`config.mk`:
```
export PLATFORM = sky130hd
export DESIGN_NAME = seg7_scan_driver
export DESIGN_NICKNAME = d
export VERILOG_FILES = /design/src/rtl/seg7_pkg.sv /design/src/rtl/bin2bcd_seq.sv /design/src/rtl/seg7_scan_driver.sv
export SDC_FILE = /design/constraint.sdc
export NUM_CORES = 1
export LEC_CHECK = 0
export CAP_MARGIN = 10
export CORE_MARGIN = 5
export CORE_UTILIZATION = 45
export CTS_CLUSTER_SIZE = 16
export DETAILED_ROUTE_END_ITERATION = 8
export DONT_BUFFER_PORTS = 1
export HOLD_SLACK_MARGIN = 0.05
export PLACE_DENSITY = 0.63
export SLEW_MARGIN = 20
export SYNTH_ARGS = -nofsm -noshare
export SYNTH_HDL_FRONTEND = slang
export SYNTH_SLANG_ARGS = --single-unit
```
`constraint.sdc`:
```
create_clock -name clk -period 2.5 [get_ports clk]
set_input_delay 0.25 -clock clk [delete_from_list [all_inputs] [get_ports clk]]
set_output_delay 0.25 -clock clk [all_outputs]
set_load 0.02 [all_outputs]
```
`src/rtl/seg7_pkg.sv`:
```
// rtl/seg7_pkg.sv - shared types, segment encodings and FSM states for the scan driver
package seg7_pkg;

  typedef logic [6:0] seg_t;

  typedef enum logic [1:0] {IDLE, CONV, LOAD} state_t;

  // Active-high {a,b,c,d,e,f,g}; bit6 = a, bit0 = g.
  localparam seg_t SEG_BLANK = 7'b0000000;
  localparam seg_t SEG_DASH  = 7'b0000001;

  localparam seg_t SEG_DIGITS [0:9] = '{
    7'b1111110, 7'b0110000, 7'b1101101, 7'b1111001, 7'b0110011,
    7'b1011011, 7'b1011111, 7'b1110000, 7'b1111111, 7'b1111011
  };

  function automatic seg_t seg7_encode(input logic [3:0] bcd);
    if (bcd > 4'd9)
      return SEG_BLANK;
    return SEG_DIGITS[bcd];
  endfunction

endpackage

```
`src/rtl/bin2bcd_seq.sv`:
```
// rtl/bin2bcd_seq.sv - handshake FSM and sequential shift-add-3 binary to BCD converter
module bin2bcd_seq
  import seg7_pkg::*;
#(
  parameter int IN_W       = 6,
  parameter int NUM_DIGITS = 2
) (
  input  logic                    clk,
  input  logic                    rst_n,
  input  logic                    in_valid,
  output logic                    in_ready,
  input  logic [IN_W-1:0]         in_value,
  output logic                    busy,
  output logic [4*NUM_DIGITS-1:0] bcd,
  output logic                    ovf,
  output logic                    done
);

  localparam int BW = 4 * NUM_DIGITS;
  localparam int CW = $clog2(IN_W + 1);

  state_t          state, state_nx;
  logic [IN_W-1:0] sh;
  logic [BW-1:0]   work;
  logic [BW-1:0]   adj;
  logic            ovf_w;
  logic [CW-1:0]   cnt;

  always_comb begin
    adj = work;
    for (int d = 0; d < NUM_DIGITS; d++) begin
      if (work[4*d +: 4] >= 4'd5)
        adj[4*d +: 4] = work[4*d +: 4] + 4'd3;
    end
  end

  always_ff @(posedge clk or negedge rst_n) begin
    if (!rst_n)
      state <= IDLE;
    else
      state <= state_nx;
  end

  always_comb begin
    state_nx = state;
    case (state)
      IDLE:    if (in_valid) state_nx = CONV;
      CONV:    if (cnt == CW'(IN_W - 1)) state_nx = LOAD;
      LOAD:    state_nx = IDLE;
      default: state_nx = IDLE;
    endcase
  end

  always_comb begin
    in_ready = 1'b0;
    busy     = 1'b0;
    done     = 1'b0;
    case (state)
      IDLE:    in_ready = 1'b1;
      CONV:    busy     = 1'b1;
      LOAD:    begin busy = 1'b1; done = 1'b1; end
      default: in_ready = 1'b1;
    endcase
  end

  // The top bit of the adjusted top digit is what gets shifted out; once lost the value is out of range.
  always_ff @(posedge clk or negedge rst_n) begin
    if (!rst_n) begin
      sh    <= '0;
      work  <= '0;
      ovf_w <= 1'b0;
      cnt   <= '0;
    end else begin
      case (state)
        IDLE: begin
          if (in_valid) begin
            sh    <= in_value;
            work  <= '0;
            ovf_w <= 1'b0;
            cnt   <= '0;
          end
        end
        CONV: begin
          work  <= {adj[BW-2:0], sh[IN_W-1]};
          ovf_w <= ovf_w | adj[BW-1];
          sh    <= sh << 1;
          cnt   <= cnt + CW'(1);
        end
        default: ;
      endcase
    end
  end

  assign bcd = work;
  assign ovf = ovf_w;

endmodule

```
`src/rtl/seg7_scan_driver.sv`:
```
// rtl/seg7_scan_driver.sv - value-to-display top: display registers, digit scan, blanking, polarity
module seg7_scan_driver
  import seg7_pkg::*;
#(
  parameter int IN_W           = 6,
  parameter int NUM_DIGITS     = 2,
  parameter int SCAN_DIV       = 50000,
  parameter int SEG_ACTIVE_LOW = 0,
  parameter int AN_ACTIVE_LOW  = 0,
  parameter int BLANK_LZ       = 1
) (
  input  logic                  clk,
  input  logic                  rst_n,
  input  logic                  in_valid,
  output logic                  in_ready,
  input  logic [IN_W-1:0]       in_value,
  output logic [6:0]            seg,
  output logic [NUM_DIGITS-1:0] an,
  output logic                  busy,
  output logic                  ovf
);

  localparam int BW = 4 * NUM_DIGITS;
  localparam int SW = (SCAN_DIV > 1) ? $clog2(SCAN_DIV) : 1;
  localparam int IW = (NUM_DIGITS > 1) ? $clog2(NUM_DIGITS) : 1;

  logic [BW-1:0]         conv_bcd;
  logic                  conv_ovf;
  logic                  conv_done;
  logic [BW-1:0]         disp_bcd;
  logic                  disp_ovf;
  logic [SW-1:0]         scan_cnt;
  logic                  tick;
  logic [IW-1:0]         idx, idx_nx;
  logic [NUM_DIGITS-1:0] nz_above;
  logic [3:0]            digit;
  seg_t                  seg_r, seg_nx;
  logic [NUM_DIGITS-1:0] an_r, an_nx;

  bin2bcd_seq #(
    .IN_W       (IN_W),
    .NUM_DIGITS (NUM_DIGITS)
  ) u_conv (
    .clk      (clk),
    .rst_n    (rst_n),
    .in_valid (in_valid),
    .in_ready (in_ready),
    .in_value (in_value),
    .busy     (busy),
    .bcd      (conv_bcd),
    .ovf      (conv_ovf),
    .done     (conv_done)
  );

  assign tick   = (scan_cnt == SW'(SCAN_DIV - 1));
  assign idx_nx = (idx == IW'(NUM_DIGITS - 1)) ? '0 : idx + IW'(1);

  // nz_above[k]: digit k or some higher digit is non-zero, so digit k must be shown.
  always_comb begin
    nz_above = '0;
    nz_above[NUM_DIGITS-1] = |disp_bcd[BW-1 -: 4];
    for (int k = NUM_DIGITS - 2; k >= 0; k--)
      nz_above[k] = nz_above[k+1] | (|disp_bcd[4*k +: 4]);
  end

  always_comb begin
    digit = disp_bcd[{idx_nx, 2'b00} +: 4];
    an_nx = '0;
    an_nx[idx_nx] = 1'b1;
    if (disp_ovf)
      seg_nx = SEG_DASH;
    else if ((BLANK_LZ != 0) && (idx_nx != '0) && !nz_above[idx_nx])
      seg_nx = SEG_BLANK;
    else
      seg_nx = seg7_encode(digit);
  end

  always_ff @(posedge clk or negedge rst_n) begin
    if (!rst_n) begin
      disp_bcd <= '0;
      disp_ovf <= 1'b0;
      scan_cnt <= '0;
      idx      <= IW'(NUM_DIGITS - 1);
      seg_r    <= SEG_BLANK;
      an_r     <= '0;
    end else begin
      if (conv_done) begin
        disp_bcd <= conv_bcd;
        disp_ovf <= conv_ovf;
      end
      scan_cnt <= tick ? '0 : scan_cnt + SW'(1);
      if (tick) begin
        idx   <= idx_nx;
        seg_r <= seg_nx;
        an_r  <= an_nx;
      end
    end
  end

  assign seg = (SEG_ACTIVE_LOW != 0) ? ~seg_r : seg_r;
  assign an  = (AN_ACTIVE_LOW != 0) ? ~an_r : an_r;
  assign ovf = disp_ovf;

endmodule

```
# Word level (Yosys, flattened, before mapping)
# Memories as Yosys holds them, arrays and structs flattened.
# Index checks and enable logic that the tools add are counted.
[totals]
word_cells = 74
romBits = 112
register_bits = 55
mem_count = 1
[classes]
n_lt_le_gt_ge = 6
shift = 1
n_bitwise = 3
mux = 31
add_sub_neg = 5
eq_ne = 6
n_reduce_logical = 10
[mem_list]
columns = ["name", "depth", "width", "rd", "rd_clocked_by_memory_dff", "write_ports", "line_no", "source"]
rows = [
  ["(no name shown)", 16, 7, 1, 0, 0, "seg7_pkg.sv:20", "return SEG_DIGITS[bcd];"],
]
[op_table]
columns = ["operator", "count"]
rows = [
  ["2-to-1 mux 7 bit", 6],
  ["adder 16 x 1 -> 16 bit, second input constant", 1],
  ["equality test 16 bit, second input constant", 1],
  ["2-to-1 mux 16 bit", 1],
  ["one-hot mux 8 bit (2 select lines)", 1],
  ["one-hot mux 6 bit (2 select lines)", 1],
  ["2-to-1 mux 1 bit", 11],
  ["adder 4 x 2 -> 4 bit, second input constant", 2],
  [">= comparator 4 x 3 -> 1 bit, second input constant", 2],
  ["2-to-1 mux 4 bit", 2],
  ["2-to-1 mux 8 bit", 1],
  ["OR reduction 4 bit", 2],
  ["variable part select 8 x 4 -> 4 bit", 1],
  ["2-to-1 mux 6 bit", 1],
  ["one-hot mux 3 bit (2 select lines)", 1],
  [">= comparator 5 bit, second input constant", 1],
  ["inverter 4 -> 5 bit", 1],
  ["greater-than comparator 4 bit, second input constant", 1],
  ["2-to-1 mux 2 bit", 2],
  ["one-hot mux 2 bit (2 select lines)", 1],
  ["AND reduction 2 bit", 2],
  ["adder 3 x 1 -> 3 bit, second input constant", 1],
  ["equality test 3 bit, second input constant", 1],
  ["2-to-1 mux 3 bit", 1],
  ["15 further kinds", 17],
]

# Logic depth before layout (Yosys ltp)
# Gate-level depths: netlist of the first run.
[logic_depth]
depth_word = 11
depth_mapped = 8
depth_no_buf = 7

# Modules after synthesis
# From an unflattened synthesis of the first run, not the netlist that was laid out.
[hier_totals]
cells_unflattened = 267
area_unflattened_um2 = 2835.2
[by_module_without_submodules]
columns = ["mod", "area_per_inst_um2", "n_inst", "seq_area_each_um2", "cells_per_inst"]
rows = [
  ["seg7_scan_driver", 1719.1, 1, 877.1, 157],
  ["bin2bcd_seq", 1116.1, 1, 500.5, 110],
]

# Worst setup path before layout of the first run
# No wires, ideal clock.
[synth_timing]
kind = "reg2reg"
startpoint = "register idx"
endpoint = "register seg_r[2], in the netlist seg[2]"
setup_time_ps = 84
slack_ps = 582
t_arrival_ps = 1834
synth_period_minus_slack_ps = 1918
path_stages_with_launch = 8
cell_sequence = "dfstp_2 > buf_2 > mux2i_1 > ha_1 > nand2b_1 > a32oi_1 > o221ai_1 > o21ai_0"
[synth_via]
elab_chain_len = 10
word_cells_on_any_way = 18
classes_between = "add/sub (1); order compare (1); shift (1); mux (11); bitwise (1); reduce/logical (2); memory (1)"
[synth_rtl]
columns = ["element", "line_no", "source"]
rows = [
  ["from (decl)", "seg7_scan_driver.sv:34", "logic [IW-1:0] idx, idx_nx;"],
  ["from (signal assigned)", "seg7_scan_driver.sv:83", "idx <= IW'(NUM_DIGITS - 1);"],
  ["from (signal assigned)", "seg7_scan_driver.sv:93", "idx <= idx_nx;"],
  ["adder 1 bit", "seg7_scan_driver.sv:56", "assign idx_nx = (idx == IW'(NUM_DIGITS - 1)) ? '0 : idx + IW'(1);"],
  ["2-to-1 mux 1 bit (*)", "seg7_scan_driver.sv:56", ""],
  ["variable part select 8 x 4 -> 4 bit", "seg7_scan_driver.sv:67", "digit = disp_bcd[{idx_nx, 2'b00} +: 4];"],
  ["inverter 4 -> 5 bit (implied by the code) / greater-than comparator 4 bit (equally long branches)", "seg7_pkg.sv:20, seg7_pkg.sv:18", ""],
  ["memory (16 x 7 bit) / 2-to-1 mux 1 bit (equally long branches)", "-", ""],
  ["2-to-1 mux 7 bit (implied by the code) / 2-to-1 mux 1 bit (equally long branches)", "seg7_pkg.sv:20, seg7_scan_driver.sv:72", ""],
  ["2-to-1 mux 7 bit (implied by the code) / 2-to-1 mux 1 bit (equally long branches)", "seg7_pkg.sv:20, seg7_scan_driver.sv:70", ""],
  ["2-to-1 mux 7 bit", "seg7_pkg.sv:20", ""],
  ["2-to-1 mux 7 bit (*)", "seg7_scan_driver.sv:72", "else if ((BLANK_LZ != 0) && (idx_nx != '0) && !nz_above[idx_nx])"],
  ["2-to-1 mux 7 bit (*)", "seg7_scan_driver.sv:70", "if (disp_ovf)"],
  ["to (signal assigned)", "seg7_scan_driver.sv:94", "seg_r <= seg_nx;"],
  ["to (decl)", "seg7_scan_driver.sv:37", "seg_t seg_r, seg_nx;"],
]
# Every way passes the cells marked *; elsewhere a longest branch is shown, timed or not. The select of a mux whose other input is x is not followed.
# A chain may end at the register's enable or synchronous reset.

# Worst setup path in the final report of the first run
[layout_timing]
startpoint = "register idx"
endpoint = "register seg_r[1], in the netlist seg[1]"
# Same word-level chain as after synthesis.

==> key figures, run 1 <==
Run status
  – Status: completed

GRT
  – First-pass GRT wire length: 8659 um
  – Initial antenna violation count: 0
  – Largest net degree at the start of global routing: 56
  – Vias in the first global route: between 1,500 and 2,000
  – Total track usage: 13.78%
  – Overflow left after global routing: 0

Clocking
  – Cts repair resizes: 0
  – Number of CTS-inserted buffers: 5
  – H-tree depth: 2
  – CTS tree: yes
  – Clock Latency Late Sink: approximately 0.31 ns
  – Reg clk slew, reported paths: 0.10 ns
  – Num Clock Sinks: 55
  – Clock root buffer: clkbuf_8
  – Hold Buf Count CTS: 2
  – Max Buffers Root-to-Sink: 2
  – Post CTS Setup Buffer Count: 0

Floorplan
  – Site Rows: 29
  – Die H: 89.47 um
  – Total core area: 6241 sq um
  – IO Count: 21
  – Die width: just under 90 um
  – Initial Utilization: between 40% and 50%
  – Die area: ~8000 sq um

Critical path
  – Cell depth of the worst setup path: 6
  – Worst-path fanout max: 4
  – RR Startpoint: idx
  – CP delay by family, top: flip-flops
  – CP cell instances: mux2_2, ha_1, nor2_1, nor2b_1, o21ai_0, o31ai_1
  – Flop-to-flop setup slack: about 0.50 ns
  – Crit path launch: idx
  – Buf/Inv on CP: 0
  – Slowest stage cell on the critical path: dfstp_2
  – Critical Path RT: between 2 and 3 ns
  – Reg-to-reg endpoint: seg[1]
  – CP peak stage delay: ~0.58 ns
  – Reg2reg path depth: 6
  – CP endpoint: seg[1]
  – Crit path arrival time: 2.18 ns
  – Crit. End Element: flip-flop
  – CP Launch Type: flip-flop
  – Setup Crit Path Kind: flip-flop to flip-flop

STA
  – Final Cycle Share: 80.04%
  – Setup ws final: about 0.5 ns
  – Tmin final: 2.001 ns
  – Final setup viols: 0
  – Relative slew margins: 51.71%
  – Layout Skew: between 0.006 and 0.007 ns
  – Worst-Margin Slew: between 0.7 and 0.8 ns
  – Final setup TNS: 0 ns
  – Unrepaired setup endpoints after global routing: no
  – Fmax: 499.7 MHz
  – Hold Vio Cnt, Final: 0
  – Pins over their slew limit: 0

Synth
  – Leading area contributor after synthesis: dfrtp_1
  – Most frequent cells after synthesis: dfrtp_1, nand2_1, nor2_1, o21ai_0
  – Yosys warns: 0
  – Most common cell in the netlist: dfrtp_1
  – FF+latch count, synth: between 50 and 60
  – Syn_area_per_cell: ~10 sq um
  – Leading post-synthesis cells by cell area: dfrtp_1, ha_1, mux2_2
  – Mapped Area: 2841 sq um
  – Synth Flop Type: dfrtp_1
  – Synth top area share: between 40 and 50%
  – Unique masters post-synth: 46
  – Syn Nets: around 300
  – Share of flip-flops with an asynchronous set or reset: 100.0%
  – Seq/Total Area, Yosys: between 40 and 50%
  – Synth Instances: approximately 280
  – Post-synth EDFFs: 0

Power and ir drop
  – Pwr/cell area: a little over 900 nW/um^2
  – P_leak: around 1.4 nW
  – VDD IR-drop max: between 0.4 and 0.5 mV

Finish
  – Cell area after layout: a little over 3000 sq um
  – N_diodes: 0
  – P&R area growth vs syn: 8.234%
  – Final nets: between 300 and 400
  – Fill cell count: 570
  – Share of layout cells above drive strength 1: around 12%

Detailed routing
  – Wirelength per Cell: ~14 um
  – Routed Antenna Nets: 0
  – Drt drc: 0
  – TritonRoute pass-1 iters: 4
  – WL final: approximately 5100 um
  – Iter 0 DRT Violations: 54
  – Vias: 1,938
  – Vias per inst: between 5 and 6

Worst hold path
  – Hold Path Class: input pin to flip-flop

Flow run
  – MaxCap Viol Count: 0

Place
  – Dpl ws: between 0.4 and 0.5 ns
  – Post-DP HPWL: between 3000 and 4000 um
  – RePlAce Congestion: between 0.8 and 0.9
  – IO Port Bufs: 0
  – Placed Area: 2920 sq um
-- cells in the final DEF (no fill, tap or decap), types with 2 or more instances in the layout --
cell,instances
nor2_1,18
nand4_1,3
xor2_1,9
nand2_1,31
nand2b_1,6
xnor2_1,8
and3_1,2
mux2i_1,8
nor3_1,5
o22ai_1,5
a21oi_1,10
dfrtp_1,54
mux2_2,12
a32o_1,2
o21ai_0,17
a31oi_1,2
o21a_1,2
buf_4,4
nor2b_1,4
o21ai_1,4
o31ai_1,8
clkbuf_8,6
nand3_1,6
inv_1,15
ha_1,15
or3_1,2
-- area by class of cell --
class	count	area, sq um	share of cell area [%]
Sequential cell	55	1378	44.79
Multi-Input combinational cell	196	1360	44.22
Tap cell	77	96.34	3.133
Clock buffer	6	82.58	2.685
Timing Repair Buffer	6	67.56	2.197
Inverter	15	56.30	1.831
Clock inverter	2	35.03	1.139
-- per-stage QoR --
step | power (W) | utilization [%] | std cells | hold slack [ns]
2_1_floorplan | 0.001995 | - | 275 | -0.04559
3_3_place_gp | 0.002223 | 46.79 | 347 | -0.04428
3_5_place_dp | 0.002245 | 46.79 | 347 | -0.04428
4_1_cts | 0.002891 | 49.28 | 357 | 0.1180
5_1_grt | 0.003079 | 49.28 | 357 | 0.1422
6_report | 0.002856 | 49.28 | 357 | 0.1229
-- cells by family after synthesis --
family,count (synthesis),share of synthesized area [%]
and+or+nand+nor,89,16.56
AOI/OAI and AO/OA,55,11.89
DFF,55,48.48
buffers and inverters,24,3.654
muxes,20,7.574
xor gates and xnor gates,17,5.240
adders and majority gates,15,6.605
-- flip-flops by register name (all words and copies together), names as in the netlist --
register and flops:
an 2, disp_bcd 8, idx 1, ovf 1
scan_cnt 16, seg 7, u_conv.bcd 8, u_conv.cnt 3
u_conv.ovf 1, u_conv.sh 6, u_conv.state 2
-- worst min-delay path by stage --
stage,startpoint,end,slack (ns),cells after the start
floorplan,rst_n,an[0],-0.05,0
global placement,rst_n,scan_cnt[11],-0.04,0
detailed placement,rst_n,scan_cnt[11],-0.04,0
CTS,in_valid,u_conv.state[0],0.12,2
global route,in_valid,u_conv.state[0],0.14,2
finish,in_valid,u_conv.state[0],0.12,2
-- power by group --
group / total [W] / internal, W / switching, W
Sequential: 0.00120 / 0.00106 / 0.000139
Clock: 0.000614 / 0.000325 / 0.000289
Combinational: 0.00105 / 0.000433 / 0.000613
-- worst reg2reg max path, cell delays in order, from the launching register on --
cell and delay [ns]:
dfstp_2 0.58, mux2_2 0.39, ha_1 0.22, nor2_1 0.18, nor2b_1 0.06, o21ai_0 0.32
o31ai_1 0.13
-- routing by layer --
metal  share of wire, %  GRT usage (%)  up-vias
met3                3.6          3.410        6
met4                1.1          3.248        0
met1                 49          18.41      935
met5                  0              0        -
met2                 47          22.57       27
li1                   -              -      970
No activity file was read; power rests on OpenSTA's default activity.
==> run 2: changes to the inputs <==
--- a/config.mk
+++ b/config.mk
@@ -12,7 +12,7 @@
 export DETAILED_ROUTE_END_ITERATION = 8
 export DONT_BUFFER_PORTS = 1
 export HOLD_SLACK_MARGIN = 0.05
-export PLACE_DENSITY = 0.63
+export PLACE_DENSITY = 0.65
 export SLEW_MARGIN = 20
 export SYNTH_ARGS = -nofsm -noshare
 export SYNTH_HDL_FRONTEND = slang
==> constraint.sdc (replaced) <==
create_clock -name clk -period 1.6 [get_ports clk]
set_input_delay 0.16 -clock clk [delete_from_list [all_inputs] [get_ports clk]]
set_output_delay 0.16 -clock clk [all_outputs]
set_load 0.02 [all_outputs]
==> run 2 against run 1 <==
Against the previous run:
- the run now ends with negative setup slack left
- sequential power increased by 57%
- combinational power increased by 130%
- critical path depth unchanged
- power increased by 78%
- core utilization increased by 8.5 points
- hold slack got worse by 0.061 ns
- register-to-register slack got worse by 0.72 ns
- setup slack got worse by 0.72 ns
- first-iteration DRC count decreased by 11%
- via count increased by 10%
- largest power group is now combinational logic
==> key figures, run 2 (synthesis results as in run 1) <==
Finish
  – Finished Layout Cells: 404 (was 357)
  – P&R area growth vs syn: 26.99% (was 8.234%)
  – Most frequent cells in the layout: dfrtp_1, buf_4, nand2_1, nor2_1, o21ai_0 (was dfrtp_1, nand2_1, nor2_1, o21ai_0)
  – Share of layout cells above drive strength 1: 34.25% (was 12.14%)
  – Largest register by flop count: scan_cnt (unchanged)
  – Max reg flops: 16 (unchanged)
  – Most common cell after layout, fill and taps aside: dfrtp_1 (unchanged)
  – Final nets: 350 (was 303)
  – N_diodes: 0 (unchanged)

GRT
  – First-pass GRT wire length: 9804 um (was 8659 um)
  – Initial antenna violation count: 0 (unchanged)
  – Vias in the first global route: 2,141 (was 1,822)
  – Largest net degree at the start of global routing: 56 (unchanged)
  – Overflow left after global routing: 0 (unchanged)
  – Total track usage: 15.57% (was 13.78%)

Detailed routing
  – Vias: 2,138 (was 1,938)
  – Routed Antenna Nets: 0 (unchanged)
  – Vias per inst: 5.292 (was 5.429)
  – Wirelength per Cell: 14.78 um (was 14.36 um)
  – TritonRoute pass-1 iters: 4 (unchanged)
  – WL final: 5971 um (was 5125 um)
  – Iter 0 DRT Violations: 48 (was 54)
  – Drt drc: 0 (unchanged)

Run status
  – Status: complete, but fails checks (was completed)
  – Violated checks: negative setup slack

Critical path
  – Worst-path fanout max: 3 (was 4)
  – CP Launch Type: flip-flop (unchanged)
  – Reg2reg path depth: 6 (unchanged)
  – CP peak stage delay: 0.59 ns (was 0.58 ns)
  – CP cell instances: mux2_4, ha_4, nor2_4, nand2_2, a311oi_2, o21ai_0 (was mux2_2, ha_1, nor2_1, nor2b_1, o21ai_0, o31ai_1)
  – Critical Path RT: 1.79 ns (was 2.68 ns)
  – Setup Crit Path Kind: flip-flop to flip-flop (unchanged)
  – Reg-to-reg endpoint: seg[0] (was seg[1])
  – Crit. End Element: flip-flop (unchanged)
  – Crit path launch: idx (unchanged)
  – Crit path arrival time: 2.01 ns (was 2.18 ns)
  – CP endpoint: seg[0] (was seg[1])
  – Slowest stage cell on the critical path: dfstp_2 (unchanged)
  – RR Startpoint: idx (unchanged)
  – Flop-to-flop setup slack: -0.22 ns (was 0.50 ns)

Clocking
  – H-tree depth: 2 (unchanged)
  – Num Clock Sinks: 55 (unchanged)
  – CTS tree: yes (unchanged)
  – Clock root buffer: clkbuf_8 (unchanged)
  – Reg clk slew, reported paths: 0.09 ns (was 0.10 ns)
  – Max Buffers Root-to-Sink: 2 (unchanged)
  – Number of CTS-inserted buffers: 5 (unchanged)
  – Clock Latency Late Sink: 0.31 ns (about the same)

Floorplan
  – IO Count: 21 (unchanged)
  – Initial Utilization: 45.53% (unchanged)
  – Site Rows: 29 (unchanged)
  – Die area: 8004 sq um (unchanged)
  – Total core area: 6241 sq um (unchanged)
  – Die H: 89.47 um (unchanged)
  – Die width: 89.47 um (unchanged)

STA
  – Final Cycle Share: 113.5% (was 80.04%)
  – Pins over their slew limit: 0 (unchanged)
  – Unrepaired setup endpoints after global routing: yes (was no)
  – Final hold slack: 0.06200 ns (was 0.1229 ns)
  – Worst-Margin Slew: 0.4078 ns (was 0.7195 ns)
  – Setup ws final: -0.2163 ns (was 0.4990 ns)
  – Final setup viols: 7 (was 0)
  – Layout Skew: 0.007849 ns (was 0.006773 ns)
  – Tmin final: 1.816 ns (was 2.001 ns)
  – Hold Vio Cnt, Final: 0 (unchanged)
  – Fmax: 550.6 MHz (was 499.7 MHz)
  – Relative slew margins: 72.81% (was 51.71%)

Flow run
  – MaxCap Viol Count: 0 (unchanged)

Place
  – IO Port Bufs: 0 (unchanged)
  – RePlAce Congestion: 0.8395 (was 0.8159)
  – Post-DP HPWL: 4209 um (was 3572 um)
  – Placed insts: 387 (was 347)

Worst hold path
  – Hold Path Class: input pin to flip-flop (unchanged)

Power and ir drop
  – Pwr/cell area: 1409 nW/um^2 (was 928.6 nW/um^2)
  – P_leak: 1.656 nW (was 1.414 nW)
  – VDD IR-drop max: 0.7962 mV (was 0.4623 mV)
run 2: cell count changes in the layout (fill, tap and decap cells not counted), sizes merged:
| cell | previous run | this run |
|---|---|---|
| clkbuf | 6 | 7 |
| buf | 5 | 49 |
| bufinv | 1 | 0 |
| dlygate4sd3 | 1 | 4 |
run 2: how the worst min path moves through the flow:
stage                            from            to  slack, ns  cells past startpoint
after floorplan                 rst_n         an[0]      -0.14                      0
after global placement          rst_n  scan_cnt[11]      -0.13                      0
after detailed placement        rst_n  scan_cnt[11]      -0.13                      0
after CTS                 in_value[3]  u_conv.sh[3]       0.06                      2
after global routing      in_value[1]  u_conv.sh[1]       0.05                      2
final                     in_value[3]  u_conv.sh[3]       0.06                      2
run 2: layer usage:
metal	global-route usage [%]	wire (um)
met1	19.15	2590
met2	26.93	3079
met3	3.410	186
met4	5.277	114
met5	0	0
run 2: worst max-delay path, delay by kind of cell, from the launching register on:
family / cells / cell delay, ns
fa+ha+maj: 1 / 0.18
compound gates: 2 / 0.36
flops: 1 / 0.59
mux: 1 / 0.35
simple gates: 2 / 0.22
run 2: layout make-up:
type | count | area [sq um]
fill | 526 | 2633
multi-input combinational | 196 | 1550
sequential | 55 | 1378
timing repair buffer | 53 | 444.2
tap | 77 | 96.34
clock buffer | 7 | 76.32
inverter | 15 | 58.81
clock inverter | 1 | 5.005
run 2: what timing repair did:
action,CTS,global route
endpoints found under the hold margin,57,1
hold buffers,4,1
cloned,0,1
pin swaps,5,11
resized for setup,6,41
setup buffers,2,2
setup endpoints to repair,9,35
run 2: where the power goes:
group / leakage (nW) / total (W) / internal, W / switching [W]
combinational: 0.885 / 0.00246 / 0.00121 / 0.00125
sequential: 0.730 / 0.00188 / 0.00165 / 0.000224
clock: 0.0422 / 0.000745 / 0.000309 / 0.000437
run 2: metrics by stage:
stage / area [sq um] / setup WS, ns / total power, W / utilization, % / setup TNS [ns]
global placement: 3247 / -0.1862 / 0.003837 / 52.02 / -1.035
CTS: 3418 / -0.2377 / 0.004755 / 54.77 / -1.205
finish: 3608 / -0.2163 / 0.005083 / 57.82 / -0.9970
detailed placement: 3247 / -0.2758 / 0.003890 / 52.02 / -1.449
floorplan: 2875 / -0.1368 / 0.003153 / - / -0.7081
global route: 3608 / -0.2792 / 0.005520 / 57.82 / -1.666
==> run 3: changes to the inputs <==
--- a/config.mk
+++ b/config.mk
@@ -6,7 +6,6 @@
 export NUM_CORES = 1
 export LEC_CHECK = 0
 export CAP_MARGIN = 10
-export CORE_MARGIN = 5
 export CORE_UTILIZATION = 45
 export CTS_CLUSTER_SIZE = 16
 export DETAILED_ROUTE_END_ITERATION = 8
@@ -16,4 +15,5 @@
 export SLEW_MARGIN = 20
 export SYNTH_ARGS = -nofsm -noshare
 export SYNTH_HDL_FRONTEND = slang
+export SYNTH_HIERARCHICAL = 1
 export SYNTH_SLANG_ARGS = --single-unit
==> run 3 against run 2 <==
Against the previous run:
- the run still ends with negative setup slack left
- clock-buffer cell count down 1
- register-to-register slack got worse by 0.02 ns
- sequential power fell by 4%
- critical endpoint unchanged
- largest power group unchanged
==> key figures, run 3 <==
Clocking
  – Number of CTS-inserted buffers: 5 (unchanged)
  – Clock root buffer: clkbuf_8 (unchanged)
  – Max Buffers Root-to-Sink: 2 (unchanged)
  – CTS tree: yes (unchanged)
  – Clock Latency Late Sink: 0.31 ns (about the same)
  – Reg clk slew, reported paths: 0.10 ns (was 0.09 ns)
  – Num Clock Sinks: 55 (unchanged)
  – H-tree depth: 2 (unchanged)

Detailed routing
  – WL met2: 2639 um (was 3079 um)
  – Iter 0 DRT Violations: 101 (was 48)
  – DR WL met3: 207 um (was 186 um)
  – Highest Signal Layer: met4 (unchanged)
  – Wirelength per Cell: 14.82 um (was 14.78 um)
  – Routed Antenna Nets: 0 (unchanged)
  – Vias: 2,149 (was 2,138)
  – Length of routed wiring on met1: 2822 um (was 2590 um)
  – Vias per inst: 5.454 (was 5.292)
  – TritonRoute pass-1 iters: 5 (was 4)
  – Drt drc: 0 (unchanged)
  – WL final: 5840 um (was 5971 um)

Critical path
  – Reg2reg path depth: 4 (was 6)
  – Most used cell, CP: or4_4
  – Critical Path RT: 1.79 ns (about the same)
  – Buf/Inv on CP: 0 (unchanged)
  – Reg-to-reg endpoint: seg[0] (unchanged)
  – Setup Crit Path Kind: flip-flop to flip-flop (unchanged)
  – CP peak stage delay: 0.59 ns (about the same)
  – CP delay by family, top: simple AND/OR/NAND/NOR gates (was flip-flops)
  – Flop-to-flop setup slack: -0.23 ns (was -0.22 ns)
  – CP cell instances: or4_4, or4_4, nor2_1, a21oi_1 (was mux2_4, ha_4, nor2_4, nand2_2, a311oi_2, o21ai_0)
  – Slowest stage cell on the critical path: or4_4 (was dfstp_2)
  – Crit path arrival time: 2.03 ns (was 2.01 ns)
  – RR Startpoint: scan_cnt[11] (was idx)
  – Worst-path fanout max: 5 (was 3)
  – CP Launch Type: flip-flop (unchanged)
  – Crit. End Element: flip-flop (unchanged)

Power and ir drop
  – VDD IR-drop max: 0.9851 mV (was 0.7962 mV)
  – P_leak: 1.680 nW (was 1.656 nW)
  – Register share of total power: 40.8% (was 36.9%)
  – P_sw: 0.001593 W (was 0.001909 W)
  – Switching Share: 36.18% (was 37.55%)
  – Proportion of power drawn by the clock network: 17.5% (was 14.7%)
  – P_int: 0.002810 W (was 0.003175 W)
  – Comb pwr share: 41.7% (was 48.4%)
  – Pwr/cell area: 1218 nW/um^2 (was 1409 nW/um^2)

STA
  – Final setup TNS: -3.513 ns (was -0.9970 ns)
  – Hold Vio Cnt, Final: 0 (unchanged)
  – Worst-Margin Slew: 0.3229 ns (was 0.4078 ns)
  – Final Cycle Share: 114.7% (was 113.5%)
  – Setup ws final: -0.2349 ns (was -0.2163 ns)
  – Fmax: 545.0 MHz (was 550.6 MHz)
  – Layout Skew: 0.008413 ns (was 0.007849 ns)
  – Final setup viols: 19 (was 7)
  – Pins over their slew limit: 0 (unchanged)
  – Tmin final: 1.835 ns (was 1.816 ns)
  – Unrepaired setup endpoints after global routing: yes (unchanged)
  – Relative slew margins: 78.17% (was 72.81%)

Synth
  – Most frequent cells after synthesis: dfrtp_1, nand2_1, ha_1, nor2_1, inv_1 (was dfrtp_1, nand2_1, nor2_1, o21ai_0)
  – Share of flip-flops with an asynchronous set or reset: 100.0% (unchanged)
  – Synth Instances: 267 (was 275)
  – Synth top area share: 47.66% (was 47.56%)
  – Unique masters post-synth: 49 (was 46)
  – Yosys warns: 6 (was 0)
  – FF+latch count, synth: 55 (unchanged)
  – Most common cell in the netlist: dfrtp_1 (unchanged)
  – Synth Flop Type: dfrtp_1 (unchanged)
  – Syn Nets: 293 (was 299)
  – Mapped Area: 2835 sq um (was 2841 sq um)
  – Post-synth EDFFs: 0 (unchanged)
  – Leading post-synthesis cells by cell area: dfrtp_1, ha_1, mux2i_1 (was dfrtp_1, ha_1, mux2_2)
  – Seq/Total Area, Yosys: 48.59% (was 48.48%)
  – Leading area contributor after synthesis: dfrtp_1 (unchanged)
  – Syn_area_per_cell: 10.62 sq um (was 10.33 sq um)

Floorplan
  – Site Rows: 28 (was 29)
  – IO Count: 21 (unchanged)
  – Die H: 81.38 um (was 89.47 um)
  – Die width: 81.38 um (was 89.47 um)
  – Total core area: 5991 sq um (was 6241 sq um)
  – Initial Utilization: 47.33% (was 45.53%)
  – Die area: 6622 sq um (was 8004 sq um)

Finish
  – P&R area growth vs syn: 27.54% (was 26.99%)
  – Fill cell count: 498 (was 526)
  – Share of layout cells above drive strength 1: 31.66% (was 34.25%)
  – Cell area after layout: 3616 sq um (was 3608 sq um)
  – Final nets: 345 (was 350)
  – Finished Layout Cells: 394 (was 404)
  – N_diodes: 0 (unchanged)
  – Most frequent cells in the layout: dfrtp_1, buf_4, nand2_1, nor2_1, inv_1 (was dfrtp_1, buf_4, nand2_1, nor2_1, o21ai_0)
  – Largest register by flop count: scan_cnt (unchanged)
  – Most common cell after layout, fill and taps aside: dfrtp_1 (unchanged)
  – Max reg flops: 16 (unchanged)

Place
  – RePlAce Congestion: 0.8011 (was 0.8395)
  – Placed insts: 372 (was 387)
  – IO Port Bufs: 0 (unchanged)
  – Post-DP HPWL: 3753 um (was 4209 um)
  – Placed Area: 3198 sq um (was 3247 sq um)

GRT
  – First-pass GRT wire length: 9570 um (was 9804 um)
  – Largest net degree at the start of global routing: 56 (unchanged)
  – Total track usage: 19.26% (was 15.57%)
  – Overflow left after global routing: 0 (unchanged)
  – Vias in the first global route: 2,117 (was 2,141)
  – Initial antenna violation count: 0 (unchanged)

Run status
  – Violated checks: negative setup slack (unchanged)
  – Status: complete, but fails checks (unchanged)

Worst hold path
  – Origin of the worst min-delay path: in_valid (was in_value[3])
  – Hold Path End: u_conv/cnt[2] (was u_conv.sh[3])
  – Hold depth: 2 (unchanged)
  – Hold Path Class: input pin to flip-flop (unchanged)

Flow run
  – MaxCap Viol Count: 0 (unchanged)
[run 3: cell types whose count changed after synthesis, moves of 4 or more]
cell     previous run  this run
mux2_2             12         8
o21ai_1             3        11
mux2i_1             8        13
o21ai_0            18         7
[run 3: what timing repair did]
action                                  4_1_cts  5_1_grt
endpoints found under the hold margin        61        0
buffers inserted                              2        5
gates resized for setup                      19       20
pin swaps                                    17        7
endpoints found under the setup margin       17       36
cloned                                        2        0
hold buffers                                  8        0
[run 3: cells by family (layout without fill, tap and decap cells)]
family,Yosys count,count (layout),synth area share (%)
mux,22,22,8.252
flops,55,55,48.59
buf+inv,24,74,4.104
compound gates,51,51,11.65
fa+ha+maj,17,17,7.502
simple gates,80,82,14.08
xor+xnor,18,18,5.825
[run 3: final cells by class]
| type | count | area [sq um] | share of cell area (%) |
|---|---|---|---|
| tap | 75 | 93.84 | 2.595 |
| clock buffer | 6 | 82.58 | 2.284 |
| sequential | 55 | 1378 | 38.10 |
| multi-input combinational | 190 | 1541 | 42.63 |
| timing repair buffer | 51 | 452.9 | 12.53 |
| clock inverter | 1 | 5.005 | 0.1384 |
| inverter | 16 | 62.56 | 1.730 |
[run 3: metal layers]
layer | up-vias | track usage [%]
li1 | 1038 | -
met1 | 1055 | 26.07
met2 | 41 | 29.50
met3 | 15 | 4.157
met4 | 0 | 8.393
met5 | - | 0
[run 3: how the worst max path moves through the flow]
stage / from / endpoint / cells past startpoint
after global placement: scan_cnt[10] / seg[4] / 3
after floorplan: scan_cnt[10] / seg[3] / 6
after CTS: scan_cnt[11] / seg[0] / 4
after detailed placement: scan_cnt[10] / seg[3] / 3
final: scan_cnt[11] / seg[0] / 4
after global routing: scan_cnt[11] / seg[1] / 6
[run 3: worst register-to-register path, stage by stage, from the launching register on]
cell and delay (ns):
dfrtp_1 0.38, or4_4 0.57, or4_4 0.59, nor2_1 0.11, a21oi_1 0.07
[run 3: power by group through the flow]
stage               combinational [W]  sequential, W  clock, W
CTS                           0.00175        0.00179  0.000798
floorplan                     0.00117        0.00177         0
global placement              0.00156        0.00182         0
detailed placement            0.00160        0.00182         0
finish                        0.00183        0.00180  0.000770
global route                  0.00202        0.00184  0.000850
[run 3: metrics by stage]
stage	utilization (%)	total power [W]	hold slack [ns]	worst slack, ns
after floorplan	-	0.002940	-0.1356	-0.2381
after global placement	53.38	0.003372	-0.1346	-0.1881
after detailed placement	53.38	0.003418	-0.1346	-0.2387
after CTS	58.50	0.004337	0.06113	-0.2351
after global routing	60.36	0.004705	0.06557	-0.2964
final	60.36	0.004403	0.06418	-0.2349
